File: config.mk
export PLATFORM = sky130hd
export DESIGN_NAME = serial_digit_adder_flat
export DESIGN_NICKNAME = d
export VERILOG_FILES = /design/src/rtl/serial_digit_adder_pkg.sv /design/src/rtl/serial_digit_adder_if.sv /design/src/rtl/serial_digit_adder_digit_adder.sv /design/src/rtl/serial_digit_adder.sv /design/src/flat_wrapper.sv
export SDC_FILE = /design/constraint.sdc
export NUM_CORES = 1
export LEC_CHECK = 0
export BUFFER_PORTS_ARGS = -buffer_cell sky130_fd_sc_hd__buf_2
export CAP_MARGIN = 20
export CORE_AREA = 2 2 104 106
export CTS_BUF_LIST = sky130_fd_sc_hd__clkbuf_4
export DETAILED_ROUTE_END_ITERATION = 8
export DIE_AREA = 0 0 106 108
export PLACE_DENSITY = 0.48
export SLEW_MARGIN = 20
export SYNTH_ARGS = -nofsm -noshare
export SYNTH_HDL_FRONTEND = slang
export SYNTH_HIERARCHICAL = 1
export SYNTH_SLANG_ARGS = --single-unit
File: constraint.sdc
create_clock -name clk -period 6.35 [get_ports clk]
set_input_delay 1.905 -clock clk [delete_from_list [all_inputs] [get_ports clk]]
set_output_delay 1.905 -clock clk [all_outputs]
set_load 0.1 [all_outputs]
File: src/rtl/serial_digit_adder_pkg.sv
// Shared definitions for the digit-serial adder: FSM encoding and default geometry.
package serial_digit_adder_pkg;

  typedef enum logic [1:0] {
    IDLE = 2'd0,
    BUSY = 2'd1,
    DONE = 2'd2
  } state_t;

  localparam int DEF_WIDTH = 16;
  localparam int DEF_DIGIT = 4;

endpackage

File: src/rtl/serial_digit_adder_if.sv
// Request/result bundle of the digit-serial adder; master issues additions, slave computes them.
interface serial_digit_adder_if
  import serial_digit_adder_pkg::*;
#(
  parameter int WIDTH = DEF_WIDTH
);

  logic             start;
  logic [WIDTH-1:0] a;
  logic [WIDTH-1:0] b;
  logic             cy_in;
  logic             ready;
  logic             done;
  logic [WIDTH-1:0] sum;
  logic             cy_out;
  logic             ovf;

  modport master (
    output start, a, b, cy_in,
    input  ready, done, sum, cy_out, ovf
  );

  modport slave (
    input  start, a, b, cy_in,
    output ready, done, sum, cy_out, ovf
  );

endinterface

File: src/rtl/serial_digit_adder_digit_adder.sv
// Combinational DIGIT-bit ripple adder built from full-adder cells; also exposes
// the carry into its MSB so the caller can derive two's-complement overflow.
module digit_adder #(
  parameter int DIGIT = 4
) (
  input  logic [DIGIT-1:0] a,
  input  logic [DIGIT-1:0] b,
  input  logic             cin,
  output logic [DIGIT-1:0] sum,
  output logic             cout,
  output logic             c_msb
);

  logic [DIGIT:0] c;

  assign c[0] = cin;

  for (genvar i = 0; i < DIGIT; i++) begin : g_fa
    assign sum[i]   = a[i] ^ b[i] ^ c[i];
    assign c[i + 1] = (a[i] & b[i]) | (c[i] & (a[i] ^ b[i]));
  end

  assign cout  = c[DIGIT];
  assign c_msb = c[DIGIT - 1];

endmodule

File: src/rtl/serial_digit_adder.sv
// Digit-serial adder: adds WIDTH-bit operands DIGIT bits per cycle, LSB digit first,
// reporting the sum, unsigned carry and signed overflow with a one-cycle done pulse.
module serial_digit_adder
  import serial_digit_adder_pkg::*;
#(
  parameter int WIDTH = DEF_WIDTH,
  parameter int DIGIT = DEF_DIGIT
) (
  input logic               clk,
  input logic               rst,
  serial_digit_adder_if.slave bus
);

  localparam int N     = WIDTH / DIGIT;
  localparam int CNT_W = (N > 1) ? $clog2(N) : 1;
  localparam logic [CNT_W-1:0] LAST = CNT_W'(N - 1);

  state_t           state;
  logic [CNT_W-1:0] k;
  logic             carry_q;
  logic [WIDTH-1:0] a_q;
  logic [WIDTH-1:0] b_q;
  logic [WIDTH-1:0] sum_q;
  logic             cy_q;
  logic             ovf_q;
  logic             ready_q;
  logic             done_q;

  logic [DIGIT-1:0] a_dig;
  logic [DIGIT-1:0] b_dig;
  logic [DIGIT-1:0] d_sum;
  logic             d_cout;
  logic             d_cmsb;

  assign a_dig = a_q[int'(k) * DIGIT +: DIGIT];
  assign b_dig = b_q[int'(k) * DIGIT +: DIGIT];

  digit_adder #(
    .DIGIT (DIGIT)
  ) u_digit (
    .a     (a_dig),
    .b     (b_dig),
    .cin   (carry_q),
    .sum   (d_sum),
    .cout  (d_cout),
    .c_msb (d_cmsb)
  );

  // Operand registers hold data only and are left out of reset.
  always_ff @(posedge clk) begin
    if (rst) begin
      state   <= IDLE;
      ready_q <= 1'b1;
      done_q  <= 1'b0;
      sum_q   <= '0;
      cy_q    <= 1'b0;
      ovf_q   <= 1'b0;
      k       <= '0;
      carry_q <= 1'b0;
    end else begin
      case (state)
        IDLE: begin
          if (bus.start) begin
            a_q     <= bus.a;
            b_q     <= bus.b;
            carry_q <= bus.cy_in;
            k       <= '0;
            ready_q <= 1'b0;
            state   <= BUSY;
          end
        end
        BUSY: begin
          sum_q[int'(k) * DIGIT +: DIGIT] <= d_sum;
          carry_q                         <= d_cout;
          if (k == LAST) begin
            cy_q   <= d_cout;
            ovf_q  <= d_cmsb ^ d_cout;
            done_q <= 1'b1;
            state  <= DONE;
          end else begin
            k <= k + 1'b1;
          end
        end
        DONE: begin
          done_q  <= 1'b0;
          ready_q <= 1'b1;
          state   <= IDLE;
        end
        default: begin
          done_q  <= 1'b0;
          ready_q <= 1'b1;
          state   <= IDLE;
        end
      endcase
    end
  end

  assign bus.ready  = ready_q;
  assign bus.done   = done_q;
  assign bus.sum    = sum_q;
  assign bus.cy_out = cy_q;
  assign bus.ovf    = ovf_q;

endmodule

File: src/flat_wrapper.sv
// flat-port wrapper written by rule: the top's interface ports become plain ports
module serial_digit_adder_flat import serial_digit_adder_pkg::*;
#(
  parameter int WIDTH = DEF_WIDTH,
  parameter int DIGIT = DEF_DIGIT
)
  (clk, rst, bus_start, bus_a, bus_b, bus_cy_in, bus_ready, bus_done, bus_sum, bus_cy_out, bus_ovf);
  serial_digit_adder_if #(.WIDTH(WIDTH)) bus_i ();
  input logic clk;
  input logic rst;
  input wire logic [$bits(bus_i.start)-1:0] bus_start;
  input wire logic [$bits(bus_i.a)-1:0] bus_a;
  input wire logic [$bits(bus_i.b)-1:0] bus_b;
  input wire logic [$bits(bus_i.cy_in)-1:0] bus_cy_in;
  output wire logic [$bits(bus_i.ready)-1:0] bus_ready;
  output wire logic [$bits(bus_i.done)-1:0] bus_done;
  output wire logic [$bits(bus_i.sum)-1:0] bus_sum;
  output wire logic [$bits(bus_i.cy_out)-1:0] bus_cy_out;
  output wire logic [$bits(bus_i.ovf)-1:0] bus_ovf;
  assign bus_i.start = bus_start;
  assign bus_i.a = bus_a;
  assign bus_i.b = bus_b;
  assign bus_i.cy_in = bus_cy_in;
  assign bus_ready = bus_i.ready;
  assign bus_done = bus_i.done;
  assign bus_sum = bus_i.sum;
  assign bus_cy_out = bus_i.cy_out;
  assign bus_ovf = bus_i.ovf;
  serial_digit_adder #(.WIDTH(WIDTH), .DIGIT(DIGIT)) u_core (.clk(clk), .rst(rst), .bus(bus_i));
endmodule
# ---- Word level (Yosys, flattened, before mapping)
# Index checks and enable logic that the tools add are counted.
dict set report word_totals {
  register_bits 57
  in_bits 36
  output_inout_bits 20
  wordCells 67
}
dict set report classes {
  addsub 2
  eq_ne 5
  shift 4
  n_mux 13
  n_bitwise 24
  reduce_logical 9
}
# cell count
set ops {}
lappend ops {{$neg 4->33} 1}
lappend ops {{$shift 4x33->16 const A} 1}
lappend ops {{$shiftx 4x33->16} 1}
lappend ops {{$shiftx 16x5->4} 2}
lappend ops {{$bwmux 16} 1}
lappend ops {{$reduce_and 2->1} 5}
lappend ops {{$xor 1x1->1} 9}
lappend ops {{$and 1x1->1} 8}
lappend ops {{$mux 2} 4}
lappend ops {{$pmux 2 s2} 2}
lappend ops {{$pmux 1 s2} 3}
lappend ops {{$reduce_and 3->1} 2}
lappend ops {{$ne 2x2->1 const B} 2}
lappend ops {{$or 1x1->1} 4}
lappend ops {{$mux 1} 3}
lappend ops {{$not 1->1} 3}
lappend ops {{$add 2x1->2 const B} 1}
lappend ops {{$eq 2x1->1 const B} 1}
lappend ops {{$eq 2x2->1 const B} 1}
lappend ops {{$logic_not 2->1} 1}
lappend ops {{$ne 2x1->1 const B} 1}
lappend ops {{$reduce_bool 2->1} 1}

# ---- Logic depth before layout (Yosys ltp)
# Gate-level depths: netlist (run 1).
dict set report logic_depth {
  word_depth 11
  ltp_mapped 12
  depth_no_buf 10
}

# ---- Modules after synthesis
# The synthesis (run 1) kept the hierarchy.
# mod instances cells_each area_each_um2 seq_area_each_um2
set by_module_without_submodules {}
lappend by_module_without_submodules {serial_digit_adder 1 165 2328.5 1461.4}
lappend by_module_without_submodules {digit_adder 1 12 110.1 0.0}

# ---- Worst setup path after synthesis (run 1)
# Ideal clock, no wire load.
dict set report synth_path {
  path_type {input -> register}
  startpoint {input rst}
  endpoint {register u_core.a_q[0] (enable)}
  setup_time_ns 0.461
  arrival_time_ns 4.369
  required_ns 5.889
  slack_ns 1.520
  path_stages 2
  n_path_buf 1
  cell_sequence {clkbuf_1 > nor3_1}
}
dict set report synth_via {
  elab_chain_cells 2
}
# item line
set synth_lines {}
lappend synth_lines {{start: declaration} flat_wrapper.sv:10} ;# input logic rst;
lappend synth_lines {{$not 1->1 (no line)} -}
lappend synth_lines {{$reduce_and 3->1 (no line)} -}
lappend synth_lines {{end signal: assignment} serial_digit_adder.sv:64} ;# a_q <= bus.a;
lappend synth_lines {{end: declaration} serial_digit_adder.sv:21} ;# logic [WIDTH-1:0] a_q;
# Every way passes these cells.
# A chain may end at the register's enable or synchronous reset.

# ---- Worst setup path in the final report (run 1)
dict set report layout_path {
  startpoint {input rst}
  endpoint {register u_core.b_q[0] (enable)}
}
dict set report layout_via {
  elab_chain_cells 2
}
# item line
set layout_lines {}
lappend layout_lines {{$not 1->1 (no line)} -}
lappend layout_lines {{$reduce_and 3->1 (no line)} -}
lappend layout_lines {{end signal: assignment} serial_digit_adder.sv:65} ;# b_q <= bus.b;
lappend layout_lines {{end: declaration} serial_digit_adder.sv:22} ;# logic [WIDTH-1:0] b_q;
# Every way passes these cells.

==> results of run 1 <==
final timing paths:
check / endpoint / slack, ps / cells after the start / start
max: u_core/b_q[0] / 3070 / 3 / rst
max reg2reg: u_core/bus.sum[7] / 3280 / 9 / u_core/k[0]
min reg2reg: u_core/bus.sum[9] / 460 / 2 / u_core/bus.sum[9]
min: u_core/bus.sum[9] / 460 / 2 / u_core/bus.sum[9]
cell families (layout without fill, tap and decap cells):
| logic type | count (synthesis) | count (layout) | share of synthesized area [%] |
|---|---|---|---|
| buffers and inverters | 21 | 87 | 4.26 |
| xor gates and xnor gates | 1 | 1 | 0.359 |
| and+or+nand+nor | 54 | 54 | 14.1 |
| adders and majority gates | 10 | 10 | 6.36 |
| AOI/OAI and AO/OA | 24 | 24 | 6.77 |
| muxes | 10 | 10 | 8.21 |
| DFF | 57 | 57 | 59.9 |
registers in the layout (all words and copies together), names as in the netlist:
| register | cells |
|---|---|
| u_core/bus.done | 1 |
| u_core/carry_q | 1 |
| u_core/a_q | 16 |
| u_core/state | 2 |
| u_core/bus.cy_out | 1 |
| u_core/k | 2 |
| u_core/bus.sum | 16 |
| u_core/b_q | 16 |
| u_core/bus.ovf | 1 |
| u_core/bus.ready | 1 |
routing by layer:
layer	GRT usage (%)	vias up
li1	-	777
met1	11.4	740
met2	14.9	50
met3	4.58	7
met4	3.67	0
met5	0	-
power groups by stage:
stage	clock network [mW]	logic, mW	registers (mW)
floorplan	0	0.0590	0.438
global placement	0	0.107	0.422
detailed placement	0	0.108	0.423
CTS	0.284	0.108	0.414
global route	0.302	0.117	0.416
finish	0.271	0.106	0.414
cell usage in the layout, fill, tap and decap left out, types with 3 or more instances in the layout:
master,netlist,final
edfxtp_1,32,32
clkbuf_4,0,9
and3b_1,3,3
ha_1,6,6
buf_2,2,55
mux4_2,8,8
nor2_1,5,5
a21oi_1,14,14
nand3_1,13,13
nand3b_1,4,4
fa_1,4,4
nand2_1,15,15
dfxtp_1,25,25
inv_1,13,13
a32o_2,4,4
through the flow:
stage	cells	util [%]	hold slack (ps)
CTS	379	29.3	461
finish	379	29.3	457
detailed placement	363	27.9	447
global placement	363	27.9	440
global route	379	29.3	485
floorplan	177	-	456
worst max-delay path, delay by kind of cell:
kind | cells | cell delay, ps
simple gates | 1 | 800
buf+inv | 2 | 650
final cells by class:
type                    count  area (um2)  area share, %
multi-input cells          99         878           29.3
repair buffers             57         290           9.68
clock inverters             7        77.6           2.59
inverters                  14        52.6           1.75
well taps                 136         170           5.68
flip-flops and latches     57        1460           48.7
clock buffers               9        67.6           2.25
==> results.tsv, run 1 <==
stage	metric	value	unit
clocking	cts_max_level	3	
clocking	root_buffer	clkbuf_4	
pwr	pwr_density_cell	264	mW/mm2
clocking	cts_made_buffers	9	
finish	nets	284	
sta	finalHoldViolCount	0	
critical_path	cp_slowest_cell	nor3_2	
sta	tightest_slew	939	ps
synthesis	synthArstFlopShare	0	%
critical_path	crit_path_end_kind	flop	
pwr	p_seq_share	52.3	%
sta	post-route-period-util	51.7	%
finish	antenna_cells	0	
sta	period_minus_slack	3280	ps
critical_path	critPathKind	in2reg	
pwr	p_clk_share	34.3	%
drt	routed_wl	5050	um
clocking	cts.sinks	57	
pwr	p_int	0.565	mW
floorplanning	ioPinCount	56	
sta	setup_viol	0	
pwr	peakVddDrop	0.145	mV
drt	vias	1574	
sta	setup_ws	3070	ps
grt	grt_usage	9.54	%
floorplanning	initial_core_util	23.8	%
drt	initialDrtViolationCount	99	
placed_design	dp_worst_setup_slack	2600	ps
drt	wl_per_cell	13.3	um
sta	slew_viol_final	0	
drt	topRoutingLayerUsed	met4	
critical_path	crit_fanout	22	
grt	grt-ovfl-total	0	
drt	drt-met1-wl	2300	um
sta	finClkSkew	17.0	ps
clocking	ctsHoldBuffers	0	
drt	dr.pass1.iters	4	
run_status	status	finished clean	
clocking	cts.path.max_buffers	2	
synthesis	synthTopCellsByCount	edfxtp_1 (32), dfxtp_1 (25), nand2_1 (15), a21oi_1 (14)	
clocking	postCtsSetupRepairBufs	0	
sta	maxSlewHeadroom	37.0	%
synthesis	synth_top_area_share	39.4	%
synthesis	synth_edf_count	32	
critical_path	worstPathArrival	3360	ps
drt	wl_met3	367	um
finish	syn2layout_area_growth	22.9	%
synthesis	syn_inst	177	
run	cap_violations	0	
placed_design	placed_area	0.00285	mm2
drt	wl_met2	2320	um
drt	drc	0	
pwr	p_sw	0.226	mW
pwr	total_power	0.791	mW
sta	rsz0062_at_grt	false	
sta	fin_tns_setup	0	ps
synthesis	yosys-top-cells-area	edfxtp_1 (39%), dfxtp_1 (21%), mux4_2 (7.4%)	
synthesis	synth_area	0.00244	mm2
pwr	combinationalPowerShare	13.4	%
synthesis	synth.most_common_cell	edfxtp_1	
synthesis	syn_nets	223	
critical_path	start_kind	primary input	
placed_design	io_buffer_count	55	
finish	drive_above_1_share	38.3	%
clocking	cts_tree	done	
critical_path	required	6430	ps
finish	final_area	0.00300	mm2
floorplanning	num_rows	37	
drt	antenna_left	0	
placed_design	dp.final_hpwl	3640	um
critical_path	path_cells	buf_2 > nor3_2 > buf_4	
finish	num-fill-cells	1063	
grt	first_global_vias	1604	
sta	fmax	305	MHz
synthesis	synth_top_cell_by_area	edfxtp_1	
synthesis	synth_warnings	6	
synthesis	synthFlopType	edfxtp_1	
clocking	insertion_delay	400	ps
clocking	cts_resized	0	
grt	antenna_found_initial	0	
synthesis	avgSynthCellArea	13.8	um2
grt	grt_max_degree	23	
synthesis	ys_seq_elements	57	
floorplanning	die_area	0.0114	mm2
drt	viasPerCell	4.15	
placed_design	gp_congestion	0.726	
pwr	power.leakage	1.19	nW
clocking	path_clk_slew	100	ps
floorplanning	core_area	0.0102	mm2
floorplanning	die_x	106	um
pwr	p_sw_share	28.6	%
floorplanning	die_h	108	um
synthesis	synth-seq-area-share	59.9	%
grt	grt_pass1_wl	8170	um
synthesis	synth_cell_type_count	36	
worst_hold_path	worstHoldPathType	reg2reg	
critical_path	cp_slowest_stage_delay	800	ps
(Power assumes the default switching activity.)
==> run 2, diff against run 1 <==
Settings changed: ABC_AREA from default to 1, PLACE_DENSITY 0.48 to 0.49.
Clock period 6.35 ns to 2.86 ns, I/O delays scaled along.
==> run 2 against run 1 <==
Compared with the run above:
- final cell count up 20%
- largest power group unchanged
- worst hold slack better by 8.5 ps
- combinational power rose to 3.9 times the previous value
==> results.tsv, run 2 <==
stage	metric	value	unit	change
run_status	status	finished clean		unchanged
sta	fmax	380	MHz	
synthesis	synthTopCellsByCount	nor2_1 (49), nand2_1 (35), edfxtp_1 (32), dfxtp_1 (25), o21ai_0 (24)		was edfxtp_1 (32), dfxtp_1 (25), nand2_1 (15), a21oi_1 (14)
drt	antenna_left	0		unchanged
clocking	cts.path.max_buffers	2		unchanged
grt	first_global_vias	1869		was 1604
critical_path	reg2reg_slack	230	ps	was 3280 ps
clocking	cts_made_buffers	9		unchanged
sta	fin_tns_setup	0	ps	unchanged
finish	final_common_cell	buf_2		unchanged
finish	stdcell_count	454		was 379
placed_design	gp_congestion	0.802		was 0.726
floorplanning	die_h	108	um	unchanged
synthesis	syn_nets	292		was 223
pwr	peakVddDrop	0.217	mV	was 0.145 mV
worst_hold_path	hold_start	u_core/bus.sum[4]		was u_core/bus.sum[9]
drt	routed_wl	5350	um	was 5050 um
grt	antenna_found_initial	0		unchanged
synthesis	synth_top_area_share	40.0	%	was 39.4%
floorplanning	core_area	0.0102	mm2	unchanged
clocking	cts_max_level	3		unchanged
critical_path	critPathKind	reg2reg		was in2reg
synthesis	synthArstFlopShare	0	%	unchanged
finish	final_area	0.00304	mm2	was 0.00300 mm2
placed_design	dp_worst_setup_slack	104	ps	was 2600 ps
sta	setup_ws	227	ps	was 3070 ps
drt	wl_per_cell	11.8	um	was 13.3 um
critical_path	crit_path_end_kind	flop		unchanged
finish	final_cell_mix	buf_2 (55), nor2_1 (48), nand2_1 (35)		was buf_2 (55), edfxtp_1 (32), dfxtp_1 (25)
drt	viasPerCell	4.12		was 4.15
floorplanning	die_area	0.0114	mm2	unchanged
placed_design	dp_cells	438		was 363
synthesis	synth_top_cell_by_area	edfxtp_1		unchanged
clocking	postCtsSetupRepairBufs	0		unchanged
placed_design	placed_area	0.00287	mm2	was 0.00285 mm2
sta	tightest_slew	492	ps	was 939 ps
synthesis	synth_area	0.00240	mm2	was 0.00244 mm2
critical_path	r2r_cells	12		was 9
critical_path	path_buf_inv	3		was 2
critical_path	worstPathArrival	2920	ps	was 3360 ps
sta	period_minus_slack	2630	ps	
sta	finalHoldViolCount	0		unchanged
synthesis	avgSynthCellArea	9.77	um2	was 13.8 um2
grt	grt_max_degree	33		was 23
critical_path	start_kind	flop		was primary input
sta	whs	466	ps	was 457 ps
pwr	power.leakage	1.27	nW	was 1.19 nW
sta	rsz0062_at_grt	false		unchanged
synthesis	ys_seq_elements	57		unchanged
critical_path	crit_family	adder cells		was simple AND/OR/NAND/NOR gates
critical_path	required	3150	ps	was 6430 ps
critical_path	cp_slowest_stage_delay	430	ps	was 800 ps
finish	drive_above_1_share	27.0	%	was 38.3%
sta	setup_viol	0		unchanged
critical_path	crit_path_start	u_core/k[0]		was rst
sta	slew_viol_final	0		unchanged
floorplanning	initial_core_util	23.5	%	was 23.8%
clocking	cts_tree	done		unchanged
clocking	path_clk_slew	100	ps	about the same
placed_design	dp.final_hpwl	4060	um	was 3640 um
clocking	root_buffer	clkbuf_4		unchanged
synthesis	synth_warnings	6		unchanged
synthesis	synth_cell_type_count	20		was 36
worst_hold_path	worstHoldPathType	reg2reg		unchanged
critical_path	crit_fanout	7		was 22
critical_path	path_cells	o21ai_0 > o22ai_1 > fa_1 > inv_1 > fa_1 > fa_2 > inv_2 > fa_1 > inv_1 > nor2_1 > nand2_1 > a21oi_1		was buf_2 > nor3_2 > buf_4
sta	finClkSkew	11.2	ps	was 17.0 ps
drt	vias	1869		was 1574
pwr	pwr_density_cell	658	mW/mm2	was 264 mW/mm2
placed_design	io_buffer_count	55		unchanged
drt	dr.pass1.iters	4		unchanged
grt	grt_usage	10.1	%	was 9.54%
synthesis	yosys-top-cells-area	edfxtp_1 (40%), dfxtp_1 (21%), nor2_1 (7.7%)		was edfxtp_1 (39%), dfxtp_1 (21%), mux4_2 (7.4%)
grt	grt_pass1_wl	8850	um	was 8170 um
sta	post-route-period-util	92.1	%	
finish	syn2layout_area_growth	26.7	%	was 22.9%
floorplanning	die_x	106	um	unchanged
synthesis	syn_inst	246		was 177
run	cap_violations	0		unchanged
sta	maxSlewHeadroom	67.4	%	was 37.0%
critical_path	crit_cells	12		was 3
synthesis	synth.most_common_cell	nor2_1		was edfxtp_1
grt	grt-ovfl-total	0		unchanged
finish	nets	359		was 284
synthesis	synthFlopType	edfxtp_1		unchanged
synthesis	synth_edf_count	32		unchanged
drt	drc	0		unchanged
worst_hold_path	min_path_cells	2		unchanged
critical_path	regToRegStartpoint	u_core/k[0]		unchanged
finish	antenna_cells	0		unchanged
critical_path	crit_top_cell	fa_1		
floorplanning	ioPinCount	56		unchanged
synthesis	synth-seq-area-share	60.8	%	was 59.9%
clocking	insertion_delay	410	ps	was 400 ps
drt	initialDrtViolationCount	51		was 99
clocking	cts.sinks	57		unchanged
critical_path	cp_slowest_cell	fa_1		was nor3_2
floorplanning	num_rows	37		unchanged
==> run 2: cell families (layout without fill, tap and decap cells) <==
family | after synthesis | after routing | synth area share [%]
XOR/XNOR | 1 | 1 | 0.365
adder cells (fa/ha/maj) | 10 | 10 | 6.46
AND/OR/NAND/NOR | 101 | 101 | 17.1
AO/OA/AOI/OAI | 45 | 45 | 9.79
flip-flops | 57 | 57 | 60.8
buffers and inverters | 32 | 104 | 5.42
==> run 2: per-stage QoR <==
stage	total power, mW	util (%)
finish	2.00	29.7
global route	2.12	29.7
CTS	2.04	29.7
detailed placement	1.35	28.1
global placement	1.35	28.1
floorplan	1.23	-
==> run 2: where the power goes <==
part	internal, mW	switching [mW]	leakage [nW]
sequential	0.904	0.0186	0.501
combinational	0.128	0.285	0.681
clock	0.354	0.311	0.0839
total	1.39	0.615	1.27
==> run 2: timing repair <==
action                                  4_1_cts  5_1_grt
endpoints found under the setup margin        0        4
hold buffers                                  0        0
resized for setup                             0        5
==> run 2: worst paths after layout <==
path,end
max,u_core/bus.sum[11]
min,u_core/bus.sum[4]
max reg2reg,u_core/bus.sum[11]
min reg2reg,u_core/bus.sum[4]
==> run 2: tightest hold or removal path: stages (launching register included) <==
cell     delay [ps]
dfxtp_1         320
nand2_1          60
a21oi_1          50
==> run 2: area by class of cell <==
| class | count | area [um2] |
|---|---|---|
| flip-flops and latches | 57 | 1460 |
| clock buffers | 9 | 67.6 |
| well taps | 136 | 170 |
| inverters | 25 | 96.3 |
| fillers | 1086 | 7190 |
| multi-input cells | 157 | 816 |
| clock inverters | 7 | 93.8 |
| repair buffers | 63 | 335 |
==> run 2: metal layers <==
metal	global-route usage (%)	part of all wire (%)	up-vias	wire length, um
met4	4.51	1.7	0	91
met5	0	0	-	0
li1	-	-	950	-
met2	16.5	47	49	2540
met1	11.8	45	861	2410
met3	4.04	5.9	9	315
